<file path="src/rtl/seq_detect_param.sv">
// Serial pattern detector with a runtime-programmable pattern and length.
// Supports overlapping or non-overlapping matching and a saturating match counter.
module seq_detect_param #(
  parameter int unsigned MAX_LEN = 16,
  parameter int unsigned CNT_W   = 8,
  parameter logic [MAX_LEN-1:0] DEF_PAT = MAX_LEN'(16'b0000000000110011),
  parameter int unsigned DEF_LEN = 7,
  localparam int unsigned LEN_W  = $clog2(MAX_LEN + 1)
) (
  input  logic               clk,
  input  logic               reset,
  input  logic               en,
  input  logic               w,
  input  logic               cfg_load,
  input  logic [MAX_LEN-1:0] cfg_pat,
  input  logic [LEN_W-1:0]   cfg_len,
  input  logic               cfg_overlap,
  input  logic               cnt_clr,
  output logic               z,
  output logic [CNT_W-1:0]   match_cnt,
  output logic               cfg_err
);

  localparam logic [LEN_W-1:0] MaxLenW = LEN_W'(MAX_LEN);
  localparam logic [CNT_W-1:0] CntMax  = {CNT_W{1'b1}};

  logic [MAX_LEN-1:0] pat_q;
  logic [LEN_W-1:0]   len_q;
  logic               ovl_q;
  logic [MAX_LEN-1:0] hist_q;
  logic [LEN_W-1:0]   fill_q;
  logic               z_q;
  logic [CNT_W-1:0]   cnt_q;
  logic               err_q;

  logic [MAX_LEN-1:0] hist_d;
  logic [LEN_W-1:0]   fill_d;
  logic [MAX_LEN-1:0] len_mask;
  logic               sample;
  logic               match;

  // Compare only the low len_q bits of the window that includes the current bit.
  always_comb begin
    sample   = en && !cfg_load;
    hist_d   = {hist_q[MAX_LEN-2:0], w};
    fill_d   = (fill_q == MaxLenW) ? fill_q : fill_q + LEN_W'(1);
    len_mask = '0;
    for (int i = 0; i < int'(MAX_LEN); i++) begin
      len_mask[i] = (i < int'(len_q));
    end
    match = sample && !err_q && (fill_d >= len_q) && (((hist_d ^ pat_q) & len_mask) == '0);
  end

  always_ff @(posedge clk or negedge reset) begin
    if (!reset) begin
      pat_q  <= DEF_PAT;
      len_q  <= LEN_W'(DEF_LEN);
      ovl_q  <= 1'b0;
      hist_q <= '0;
      fill_q <= '0;
      z_q    <= 1'b0;
      cnt_q  <= '0;
      err_q  <= 1'b0;
    end else begin
      z_q <= match;
      if (cfg_load) begin
        pat_q  <= cfg_pat;
        len_q  <= cfg_len;
        ovl_q  <= cfg_overlap;
        err_q  <= (cfg_len == '0) || (cfg_len > MaxLenW);
        hist_q <= '0;
        fill_q <= '0;
      end else if (en) begin
        hist_q <= hist_d;
        fill_q <= (match && !ovl_q) ? '0 : fill_d;
      end
      if (cnt_clr) begin
        cnt_q <= '0;
      end else if (match && cnt_q != CntMax) begin
        cnt_q <= cnt_q + CNT_W'(1);
      end
    end
  end

  assign z         = z_q;
  assign match_cnt = cnt_q;
  assign cfg_err   = err_q;

endmodule

</file>
<file path="config.mk">
export PLATFORM = sky130hd
export DESIGN_NAME = seq_detect_param
export DESIGN_NICKNAME = d
export VERILOG_FILES = /design/src/rtl/seq_detect_param.sv
export SDC_FILE = /design/constraint.sdc
export NUM_CORES = 1
export LEC_CHECK = 0
export CORE_MARGIN = 2
export CORE_UTILIZATION = 35
export DETAILED_ROUTE_END_ITERATION = 12
export GPL_ROUTABILITY_DRIVEN = 0
export SLEW_MARGIN = 0
export SYNTH_ARGS = -nofsm -noshare
export SYNTH_HDL_FRONTEND = slang
export SYNTH_SLANG_ARGS = --single-unit
export TNS_END_PERCENT = 50
</file>
<file path="constraint.sdc">
create_clock -name clk -period 3.1 [get_ports clk]
set_clock_uncertainty 0.15 [all_clocks]
set_input_delay 0.62 -clock clk [delete_from_list [all_inputs] [get_ports clk]]
set_output_delay 0.62 -clock clk [all_outputs]
set_load 0.02 [all_outputs]
</file>
# Word level (Yosys, flattened, before mapping)
# Cells that the tools add are included.
# word_totals
reg_bits	52
elab_cells	54
# op_classes
addsub	2
magnitude_cmp	18
eq_ne	2
mux	8
bitwise	2
reduce_logical	14
# op_table
cell	count
less-than comparator 4 x 5 -> 1 bit (first input constant)	8
2-to-1 mux 15 bit	2
less-than comparator 3 x 5 -> 1 bit (first input constant)	4
2-to-1 mux 5 bit	4
bitwise AND 16 bit	1
logical NOT 16 bit	1
2-to-1 mux 8 bit	2
XOR 16 bit	1
less-than comparator 1 x 5 -> 1 bit (first input constant)	2
less-than comparator 2 x 5 -> 1 bit (first input constant)	2
adder 8 x 1 -> 8 bit (second input constant)	1
!= test 8 bit (second input constant)	1
logical AND 1 bit	6
adder 5 x 1 -> 5 bit (second input constant)	1
== test 5 bit (second input constant)	1
>= comparator 5 bit	1
> comparator 5 bit (second input constant)	1
logical NOT 5 bit	1
nonzero test 2 bit	2
logical NOT 1 bit	3
logical OR 1 bit	1

# Longest topological paths before layout
# Gate-level depths: netlist of the first run.
# depth
depth_word	9
depth_mapped	13

# Least setup slack after synthesis of the first run
# OpenSTA, ideal clock, no wires.
# synth_path
path_kind	register to register
startpoint	reg fill_q[0]
endpoint	reg cnt_q[7], in the netlist match_cnt[7]
setup_ns	0.078
arrival_time_ns	2.744
required_ns	2.872
setup_slack_ns	0.128
path_stages_with_launch	14
n_path_buf	0
cell_sequence	dfrtp_1 inv_1 ha_1 nand3b_1 nor3b_1 a21oi_1 inv_1 ha_1 nand2_1 o21ai_0 a31oi_1 or4_1 or3_1 a21oi_1
# synth_between
elab_chain_cells	7
elab_cells_between_ends	8
classes_between	add/sub (1); order compare (1); eq/ne (1); mux (1); reduce/logical (4)
# synth_rtl
item	line_no	text
from (decl)	31	logic [LEN_W-1:0] fill_q;
from (signal assigned)	75	fill_q <= (match && !ovl_q) ? '0 : fill_d;
adder 5 x 1 -> 5 bit or == test 5 bit (tied branches)	46	fill_d = (fill_q == MaxLenW) ? fill_q : fill_q + LEN_W'(1);
2-to-1 mux 5 bit (*)	46	
>= comparator 5 bit (*)	51	match = sample && !err_q && (fill_d >= len_q) && (((hist_d ^ pat_q) & len_mask) == '0);
logical AND 1 bit (*) (2 in a row)	51	
logical AND 1 bit (*)	79	end else if (match && cnt_q != CntMax) begin
nonzero test 2 bit (no line) (*)	-	
to (signal assigned)	80	cnt_q <= cnt_q + CNT_W'(1);
to (decl)	33	logic [CNT_W-1:0] cnt_q;
# Mark *: on every way between the ends. The rest lies on a longest branch, timed or not.
# A chain may end at the register's enable or synchronous reset.

# Worst setup path after layout of the first run
# layout_path
startpoint	reg len_q[4]
endpoint	reg cnt_q[5], in the netlist match_cnt[5]
# layout_between
elab_chain_cells	6
elab_cells_between_ends	23
classes_between	order compare (17); bitwise (1); reduce/logical (5)
# layout_rtl
item	line_no	text
from (decl)	28	logic [LEN_W-1:0] len_q;
from (signal assigned)	57	len_q <= LEN_W'(DEF_LEN);
from (signal assigned)	68	len_q <= cfg_len;
less-than comparator 1 x 5 -> 1 bit (tied with other cells)	49	len_mask[i] = (i < int'(len_q));
bitwise AND 16 bit	51	
logical NOT 16 bit	51	
logical AND 1 bit (*)	51	
logical AND 1 bit (*)	79	
nonzero test 2 bit (no line) (*)	-	
# Marked as above.

==> metrics, run 1 <==
outcome=finished clean; RSZ-0062 raised after global routing=true; Max Cap Viol=0; Routed WL=6200 µm; core area=between 0.008 and 0.009 mm²; DR iter-0 viols=150; grt total ovfl=0; Via density=5.15; PnR Total Power=approximately 1.6 mW; ant diodes=0; vias in the first global route=2,178; post-synth top area share=just under 40%; register area share after synthesis=45.1%; post-DP HPWL=4360 µm; IO buf count=37; CTS root buffer=clkbuf_8; syn nets=316; fin nets=360; Critical Path RT=3150 ps; worst skew pair latency=310 ps; worst hold path type=input pin to async pin; Yosys reg bits=52; fill cell count=765; most frequent cells in the layout=dfrtp_1 (44), clkdlybuf4s50_1 (35), nor2_1 (34), xor2_1 (17), mux2_2 (17); die width=roughly 95 µm; Max Freq=340 MHz; commonest non-fill, non-tap cell in the layout=dfrtp_1; register area=0.00131 mm²; Starting Density=35.7%; highest-delay cell along the critical path=or4b_4; Die Span Y=95.1 µm; met2 routed wirelength=3010 µm; DP Worst Slack=-184 ps; endpoint class of the critical path=flip-flop; Final Hold Violating Endpoints=0; Die Area=0.00904 mm²; combinational share of power=between 10% and 20%; # clock sinks=52; r2r setup slk=160 ps; period utilization=94.7%; layout cells sized above 1=19.4%; Clock power frac=about 33%; most common flop cell mapped by yosys=dfrtp_1; Flop pwr share=48.0%; CTS tree=built; first-pass GRT wire length=approximately 10,000 µm; Sw Share=27.2%; fin crit period=between 2000 and 3000 ps; Internal=roughly 1.2 mW; Critical Path Max Stage Delay=approximately 570 ps; Mapped Area=0.00290 mm²; met3 WL=roughly 240 µm; Post-synth ARST share=100%; Mapped Avg Cell Area=10.4 µm²; cells after synthesis=280; H-Tree Depth=2; final setup fails=0; largest net degree at the start of global routing=53; total number of vias=2,215; number of flops mapped to enable cells by yosys=0; arrival time worst endpoint=2980 ps; total global-route track usage=between 10 and 15%; Max FO, Critical Path=9; FP Rows=33; crit start category=flip-flop; met1 WL=2870 µm; fin worst setup slack=163 ps; Peak VDD IR=231 µV; Layout Utilization=between 40% and 50%; CTS Buf Count=5; clk slew on worst S/H paths=around 100 ps; PwrDens=around 440 mW/mm²; CP top delay family=simple AND/OR/NAND/NOR gates; DR WL/cell=about 14 µm; Slew Viols, Final=0; Pleak=approximately 1.6 nW; initial antenna violation count=0; IO Pins=38; DRC Markers=0; worst slew pin tran=roughly 670 ps; Final Cell Area=0.00364 mm²; Area after DPL=0.00342 mm²; Multi-input gate area=0.00156 mm²; CP Class=flip-flop to flip-flop; clk buf depth=2; top sig layer=met4; Netlist cell types=50; DRT antenna net count=0; largest area contributor in the netlist=dfrtp_1; Post-CTS Setup Bufs=0; Worst slew margin=55.6%; Pre-antenna DRT Iters=4; YS warnings=0; Psw=433 µW; worst hold margin=277 ps; Area contributors post-synth=dfrtp_1 (39%), mux2_2 (6.6%), dfstp_2 (6.3%); area grow syn2layout=25.3%; critical-path cell list=or4b_4 -> o221ai_4 -> nand4_1 -> or4_4 -> buf_4 -> nor4_2 -> mux2_1; buffers and inverters on the worst path=1
[registers in the layout, summed over array words and instances (netlist names)]
register,flops
hist_q,15
pat_q,16
len_q,5
z,1
match_cnt,8
cfg_err,1
fill_q,5
ovl_q,1
[Yosys cell counts, drive strengths merged (2+ instances only)]
library cell,instances
or4,2
nor2b,7
mux2,22
nand3b,2
a21oi,9
ha,8
a211oi,4
buf,6
o21ai,12
a221o,4
o22ai,2
nand2,11
mux2i,16
nand4,6
nand2b,3
xnor2,3
nor4,6
nor2,34
a31oi,2
clkbuf,7
dfstp,7
xor2,17
nand3,4
dfrtp,45
inv,12
nor3,4
a21o,2
or3,5
[power by group through the flow]
stage               sequential [mW]  clock [mW]  combinational [mW]
floorplan                     0.757           0               0.180
CTS                           0.761       0.528               0.286
finish                        0.762       0.518               0.310
global route                  0.769       0.552               0.347
detailed placement            0.774           0               0.284
global placement              0.773           0               0.282
[final cells by class]
cell class,instances,area share (%)
clock inverters,1,0.826
well taps,105,3.61
repair buffers,50,12.7
inverters,12,1.24
clock buffers,7,2.65
multi-input cells,203,42.9
flip-flops and latches,52,36.1
[worst reg2reg max path: stages, from the launching register on]
cell      delay [ps]
dfrtp_2          470
or4b_4           570
o221ai_4         160
nand4_1          120
or4_4            550
buf_4            190
nor4_2           240
mux2_1           360
[layer usage]
metal	up-vias	global-route usage, %
li1	1086	-
met1	1071	20.0
met2	50	22.7
met3	8	1.98
met4	0	4.59
met5	-	0
[path summary, 6_finish.rpt]
check	from	to	depth (start not counted)
setup / recovery	len_q[4]	match_cnt[5]	7
hold / removal	reset	cfg_err	2
setup reg to reg	len_q[4]	match_cnt[5]	7
hold reg to reg	pat_q[3]	pat_q[3]	1
max in group asynchronous	reset	len_q[4]	2
min in group clk	pat_q[3]	pat_q[3]	1
[logic make-up (layout without fill, tap and decap cells)]
logic type	Yosys count	after routing	synth area share, %
flops	52	52	45.1
fa+ha+maj	8	8	3.45
buf+inv	25	70	3.84
simple gates	91	91	16.4
xor+xnor	20	20	6.03
mux	38	38	14.1
compound gates	46	46	11.1
[stage by stage]
step	cells	setup TNS (ps)
3_5_place_dp	421	-1210
5_1_grt	430	-38.5
2_1_floorplan	280	0
4_1_cts	429	0
6_report	430	0
3_3_place_gp	421	-888
[timing repair]
| action | in CTS | in global routing |
|---|---|---|
| pin swaps | 0 | 2 |
| setup endpoints to repair | 2 | 13 |
| cloned | 0 | 1 |
| hold buffers | 0 | 0 |
| resized for setup | 1 | 14 |
Note: power is estimated with default switching activity, not from simulation.
==> run 2: changes to the inputs <==
- ABC_AREA: not set -> 1
==> metrics, run 2 <==
Sum Neg Setup Slack=0 ps (unchanged); hold bufs inserted after CTS=0 (unchanged); Top Usage Layer GRT=met2; Routed WL=6520 µm (+5.0%); most frequent cell after synthesis=nand2_1; syn nets=406 (+28%); most common flop cell mapped by yosys=dfrtp_1; Sw Share=29.5% (+2.3 points); number of flops mapped to enable cells by yosys=0 (unchanged); critical-path cell list=ha_1 -> nand2_1 -> nor2_1 -> xnor2_1 -> inv_1 -> ha_1 -> nand2_1 -> inv_1 -> nand3_1 -> nand3_1 -> nand3_2 -> nor2_4 -> nand3_4 -> nand2_4 -> nand2_1 -> nand2_1; buffers and inverters on the worst path=2 (+1); Critical Path Max Stage Delay=420 ps (-150 ps); Yosys reg bits=52 (unchanged); DRT antenna net count=0 (unchanged); register area share after synthesis=45.4% (+0.31 points); Final Hold Violating Endpoints=0 (unchanged); core area=0.00809 mm² (-0.51%); CTS root buffer=clkbuf_8; layout cells sized above 1=10.7% (-8.7 points); Via density=4.68 (-9.2%); M1 GR Usage=22.3% (+2.3 points); CP Class=flip-flop to flip-flop; Die Span Y=94.8 µm (-0.33%); Area contributors post-synth=dfrtp_1 (39%), nand2_1 (16%), dfstp_2 (6.4%); Max FO, Critical Path=9 (unchanged); Netlist cell types=29 (-42%); endpoint class of the critical path=flip-flop; fin nets=445 (+24%); Clock power frac=28.6% (-3.9 points); crit start category=flip-flop; first-pass GRT wire length=11,300 µm (+10%); PwrDens=413 mW/mm² (-5.5%); commonest non-fill, non-tap cell in the layout=nand2_1; Post-synth ARST share=100% (unchanged); FP Rows=33 (unchanged); DRC Markers=0 (unchanged); IO buf count=37 (unchanged); Peak VDD IR=182 µV (-21%); fin crit period=2480 ps (-454 ps); CTS Buf Count=5 (unchanged); cells after synthesis=370 (+32%); Pleak=1.65 nW (+3.6%); die width=94.8 µm (-0.33%); Flop pwr share=53.0% (+5.0 points); Internal=1.01 mW (-13%); clk buf depth=2 (unchanged); Max Freq=403 MHz (+18%); worst slew pin tran=655 ps (-10.8 ps); Mapped Avg Cell Area=7.79 µm² (-25%); final setup fails=0 (unchanged); Layout Utilization=42.8% (-1.9 points); total number of vias=2,409 (+8.8%); Post-CTS Setup Bufs=0 (unchanged); Global Route met2 Usage=26.0% (+3.4 points); IO Pins=38 (unchanged); initial antenna violation count=0 (unchanged); clk slew on worst S/H paths=100 ps (about the same); post-synth top area share=39.1% (+0.27 points); ant diodes=0 (unchanged); DR iter-0 viols=172 (+15%); CTS tree=built; YS warnings=0 (unchanged); H-Tree Depth=2 (unchanged); Slew Viols, Final=0 (unchanged); # clock sinks=52 (unchanged); Worst slew margin=56.3% (+0.72 points); met3 Use GR=1.84% (-0.14 points); area grow syn2layout=20.2%; vias in the first global route=2,393 (+9.9%); period utilization=80.1% (-15 points); highest-delay cell along the critical path=dfrtp_1; arrival time worst endpoint=2580 ps (-400 ps); worst skew pair latency=300 ps (about the same); DR WL/cell=12.7 µm (-12%); crit-path most repeated cell=nand2_1; grt total ovfl=0 (unchanged); max reg flops=16 (unchanged); Mapped Area=0.00288 mm² (-0.69%); Die Area=0.00898 mm² (-0.66%); Max Cap Viol=0 (unchanged); worst hold path type=input pin to async pin; largest net degree at the start of global routing=53 (unchanged); Reg with most FFs=pat_q; CP top delay family=simple AND/OR/NAND/NOR gates; post-DP HPWL=4820 µm (+11%); largest area contributor in the netlist=dfrtp_1; Psw=422 µW (-2.4%); Commonest cells post-synth=nand2_1 (122), inv_1 (46), dfrtp_1 (45); CTS resizes=0 (-1); RSZ-0062 raised after global routing=false; combinational share of power=18.4% (-1.1 points); Critical Path RT=3200 ps (+50 ps); most frequent cells in the layout=nand2_1 (122), inv_1 (46), dfrtp_1 (45), clkdlybuf4s50_1 (36), nand3_1 (28); Pre-antenna DRT Iters=4 (unchanged); outcome=finished clean; Starting Density=35.6% (-0.065 points); total global-route track usage=15.9% (+1.7 points)
## run 2: cell types whose count changed after synthesis, sizes merged, moves of 5 or more
cell / change
or3: -5
nand2: +117
nor4: -5
o22ai: +12
nor2b: -7
mux2i: -16
mux2: -22
inv: +37
a21oi: -8
o21ai: +11
nor2: -7
nand3: +30
## run 2: cells by family (layout without fill, tap and decap cells)
group / Yosys count / after routing / share of synthesized area, %
flops: 52 / 52 / 45.4
buf+inv: 59 / 99 / 7.86
xor+xnor: 16 / 16 / 4.86
fa+ha+maj: 8 / 8 / 3.47
compound gates: 38 / 38 / 7.33
simple gates: 197 / 197 / 31.0
## run 2: final cells by class
class	instances	area, µm²
fillers	880	4630
multi-input cells	259	1350
flip-flops and latches	52	1310
repair buffers	41	395
inverters	50	188
well taps	105	131
clock buffers	7	86.3
clock inverters	1	7.51
## run 2: worst paths after layout
path	endpoint	cells past startpoint	slack (ps)	from
setup / recovery	match_cnt[0]	16	620	fill_q[0]
hold / removal	pat_q[7]	2	270	reset
setup reg to reg	match_cnt[0]	16	620	fill_q[0]
hold reg to reg	pat_q[4]	2	330	pat_q[4]
max in group asynchronous	hist_q[10]	2	2100	reset
min in group clk	pat_q[4]	2	330	pat_q[4]
## run 2: layer usage
metal  wire, µm  vias to the layer above
met5          0                        -
met4         85                        0
met3        206                        7
met2       3050                       39
met1       3180                     1125
li1           -                     1238
## run 2: metrics by stage
step	instances	hold WS (ps)	power (mW)	setup slack, ps	cell area [µm²]
2_1_floorplan	370	174	0.926	890	2880
5_1_grt	515	335	1.51	290	3460
4_1_cts	515	299	1.44	604	3460
3_5_place_dp	507	319	1.04	650	3370
6_report	515	273	1.43	617	3460
3_3_place_gp	507	313	1.03	715	3370
## run 2: power by group through the flow
stage	registers [mW]	clock network (mW)	logic, mW
3_5_place_dp	0.771	0	0.266
2_1_floorplan	0.766	0	0.161
3_3_place_gp	0.771	0	0.262
5_1_grt	0.764	0.449	0.301
4_1_cts	0.759	0.418	0.267
6_report	0.760	0.409	0.263
==> run 3: changes to the inputs <==
- clock period: 3.1 -> 2.54 ns (I/O delays scaled with it)
==> metrics, run 3 (synthesis gave the netlist of run 2 again) <==
Final Hold Violating Endpoints=0 (unchanged); PnR Total Power=1.76 mW (+23%); crit start category=flip-flop; CTS root buffer=clkbuf_8; CP Class=flip-flop to flip-flop; Worst Reg2Reg Path Length in Cells=16 (unchanged); DR iter-0 viols=88 (-49%); final setup fails=0 (unchanged); Worst setup endpoint=match_cnt[1]; initial antenna violation count=0 (unchanged); Worst slew margin=57.6% (+1.3 points); FP Rows=33 (unchanged); grt total ovfl=0 (unchanged); Peak VDD IR=253 µV (+39%); IO buf count=37 (unchanged); fin crit period=2410 ps (-71.5 ps); fin nets=451 (+1.3%); clk slew on worst S/H paths=100 ps (about the same); largest net degree at the start of global routing=38 (-28%); R2R Path End=match_cnt[1]; arrival time worst endpoint=2510 ps (-70 ps); core area=0.00809 mm² (unchanged); worst slew pin tran=636 ps (-19.4 ps); highest-delay cell along the critical path=dfrtp_1; total number of vias=2,402 (-0.29%); worst skew pair latency=300 ps (about the same); Max Freq=415 MHz (+3.0%); reg2reg start=fill_q[0]; DR WL/cell=12.6 µm (-0.74%); Worst Setup SP=fill_q[0]; Max FO, Critical Path=8 (-1); Routed WL=6540 µm (+0.41%); IO Pins=38 (unchanged); outcome=finished clean; total global-route track usage=15.8% (-0.068 points); Max Cap Viol=0 (unchanged); commonest non-fill, non-tap cell in the layout=nand2_1; H-Tree Depth=2 (unchanged); die width=94.8 µm (unchanged); Die Span Y=94.8 µm (unchanged); area grow syn2layout=24.5%; buffers and inverters on the worst path=2 (unchanged); Sum Neg Setup Slack=0 ps (unchanged); CTS tree=built; RSZ-0062 raised after global routing=true; post-DP HPWL=4820 µm (about the same); ant diodes=0 (unchanged); crit-path most repeated cell=nand3_2; Critical Path RT=2640 ps (-560 ps); r2r setup slk=130 ps (-490 ps); first-pass GRT wire length=11,100 µm (-2.0%); CTS Buf Count=5 (unchanged); worst hold margin=64.1 ps (-209 ps); Pleak=1.69 nW (+2.4%); layout cells sized above 1=15.6% (+4.9 points); vias in the first global route=2,321 (-3.0%); DRT antenna net count=0 (unchanged); Slew Viols, Final=0 (unchanged); most frequent cells in the layout=nand2_1 (113), inv_1 (45), dfrtp_1 (45), clkdlybuf4s50_1 (36), nand3_1 (26); Area after DPL=0.00340 mm² (+0.82%); period utilization=94.9% (+15 points); Pre-antenna DRT Iters=4 (unchanged); endpoint class of the critical path=flip-flop; Final Cell Area=0.00359 mm² (+3.6%); Die Area=0.00898 mm² (unchanged); max reg flops=16 (unchanged); Worst path depth=16 (unchanged); critical-path cell list=ha_2 -> nand2_2 -> nor2_2 -> xnor2_1 -> inv_1 -> ha_4 -> nand2_2 -> inv_2 -> nand3_2 -> nand3_2 -> nand3_2 -> nor2_4 -> nand3_4 -> nand2_8 -> nand2_1 -> nand2_1; # clock sinks=52 (unchanged); clk buf depth=2 (unchanged); DRC Markers=0 (unchanged); Reg with most FFs=pat_q; Via density=4.61 (-1.4%); CP top delay family=simple AND/OR/NAND/NOR gates; PwrDens=491 mW/mm² (+19%); Starting Density=35.6% (unchanged); worst hold path type=input pin to async pin; Critical Path Max Stage Delay=410 ps (about the same)
## run 3: cell type report
cell class / count / area, µm²
Tap cell: 105 / 131
Sequential cell: 52 / 1310
Clock buffer: 7 / 86.3
Inverter: 50 / 188
Multi-Input combinational cell: 260 / 1420
Clock inverter: 1 / 7.51
Fill cell: 818 / 4500
Timing Repair Buffer: 46 / 445
## run 3: metal layers
layer / vias up / wire (µm) / GRT usage [%]
met2: 33 / 3020 / 24.9
met1: 1104 / 3230 / 22.0
met5: - / 0 / 0
li1: 1258 / - / -
met4: 0 / 112 / 5.31
met3: 7 / 183 / 2.79
## run 3: timing repair
item | in CTS | in global routing
endpoints found under the hold margin | 0 | 0
hold buffers | 0 | 0
setup endpoints to repair | 0 | 13
gates resized for setup | 0 | 17
buffers inserted | 0 | 3
## run 3: worst min-delay path by stage
| stage | slack (ps) | from | end |
|---|---|---|---|
| after global placement | 310 | pat_q[4] | pat_q[4] |
| after CTS | 80 | reset | hist_q[10] |
| after global routing | 100 | reset | hist_q[10] |
| after floorplan | 60 | reset | cfg_err |
| final | 60 | reset | hist_q[10] |
| after detailed placement | 320 | pat_q[4] | pat_q[4] |
## run 3: worst reg2reg max path: cells and delay by family (launching register included)
| family | cells | cell delay, ps |
|---|---|---|
| DFF | 1 | 410 |
| and+or+nand+nor | 11 | 1030 |
| xor gates and xnor gates | 1 | 120 |
| buffers and inverters | 2 | 170 |
| adders and majority gates | 2 | 490 |
## run 3: where the power goes
group          switching [mW]  internal [mW]
clock                   0.275          0.222
sequential             0.0470          0.879
combinational           0.196          0.142
total                   0.518           1.24
## run 3: through the flow
step,setup slack (ps),utilization [%],std cells
after global routing,-49.7,44.3,521
after global placement,214,42.0,509
after CTS,72.1,43.2,517
after detailed placement,95.0,42.0,509
final,128,44.3,521
after floorplan,330,-,370
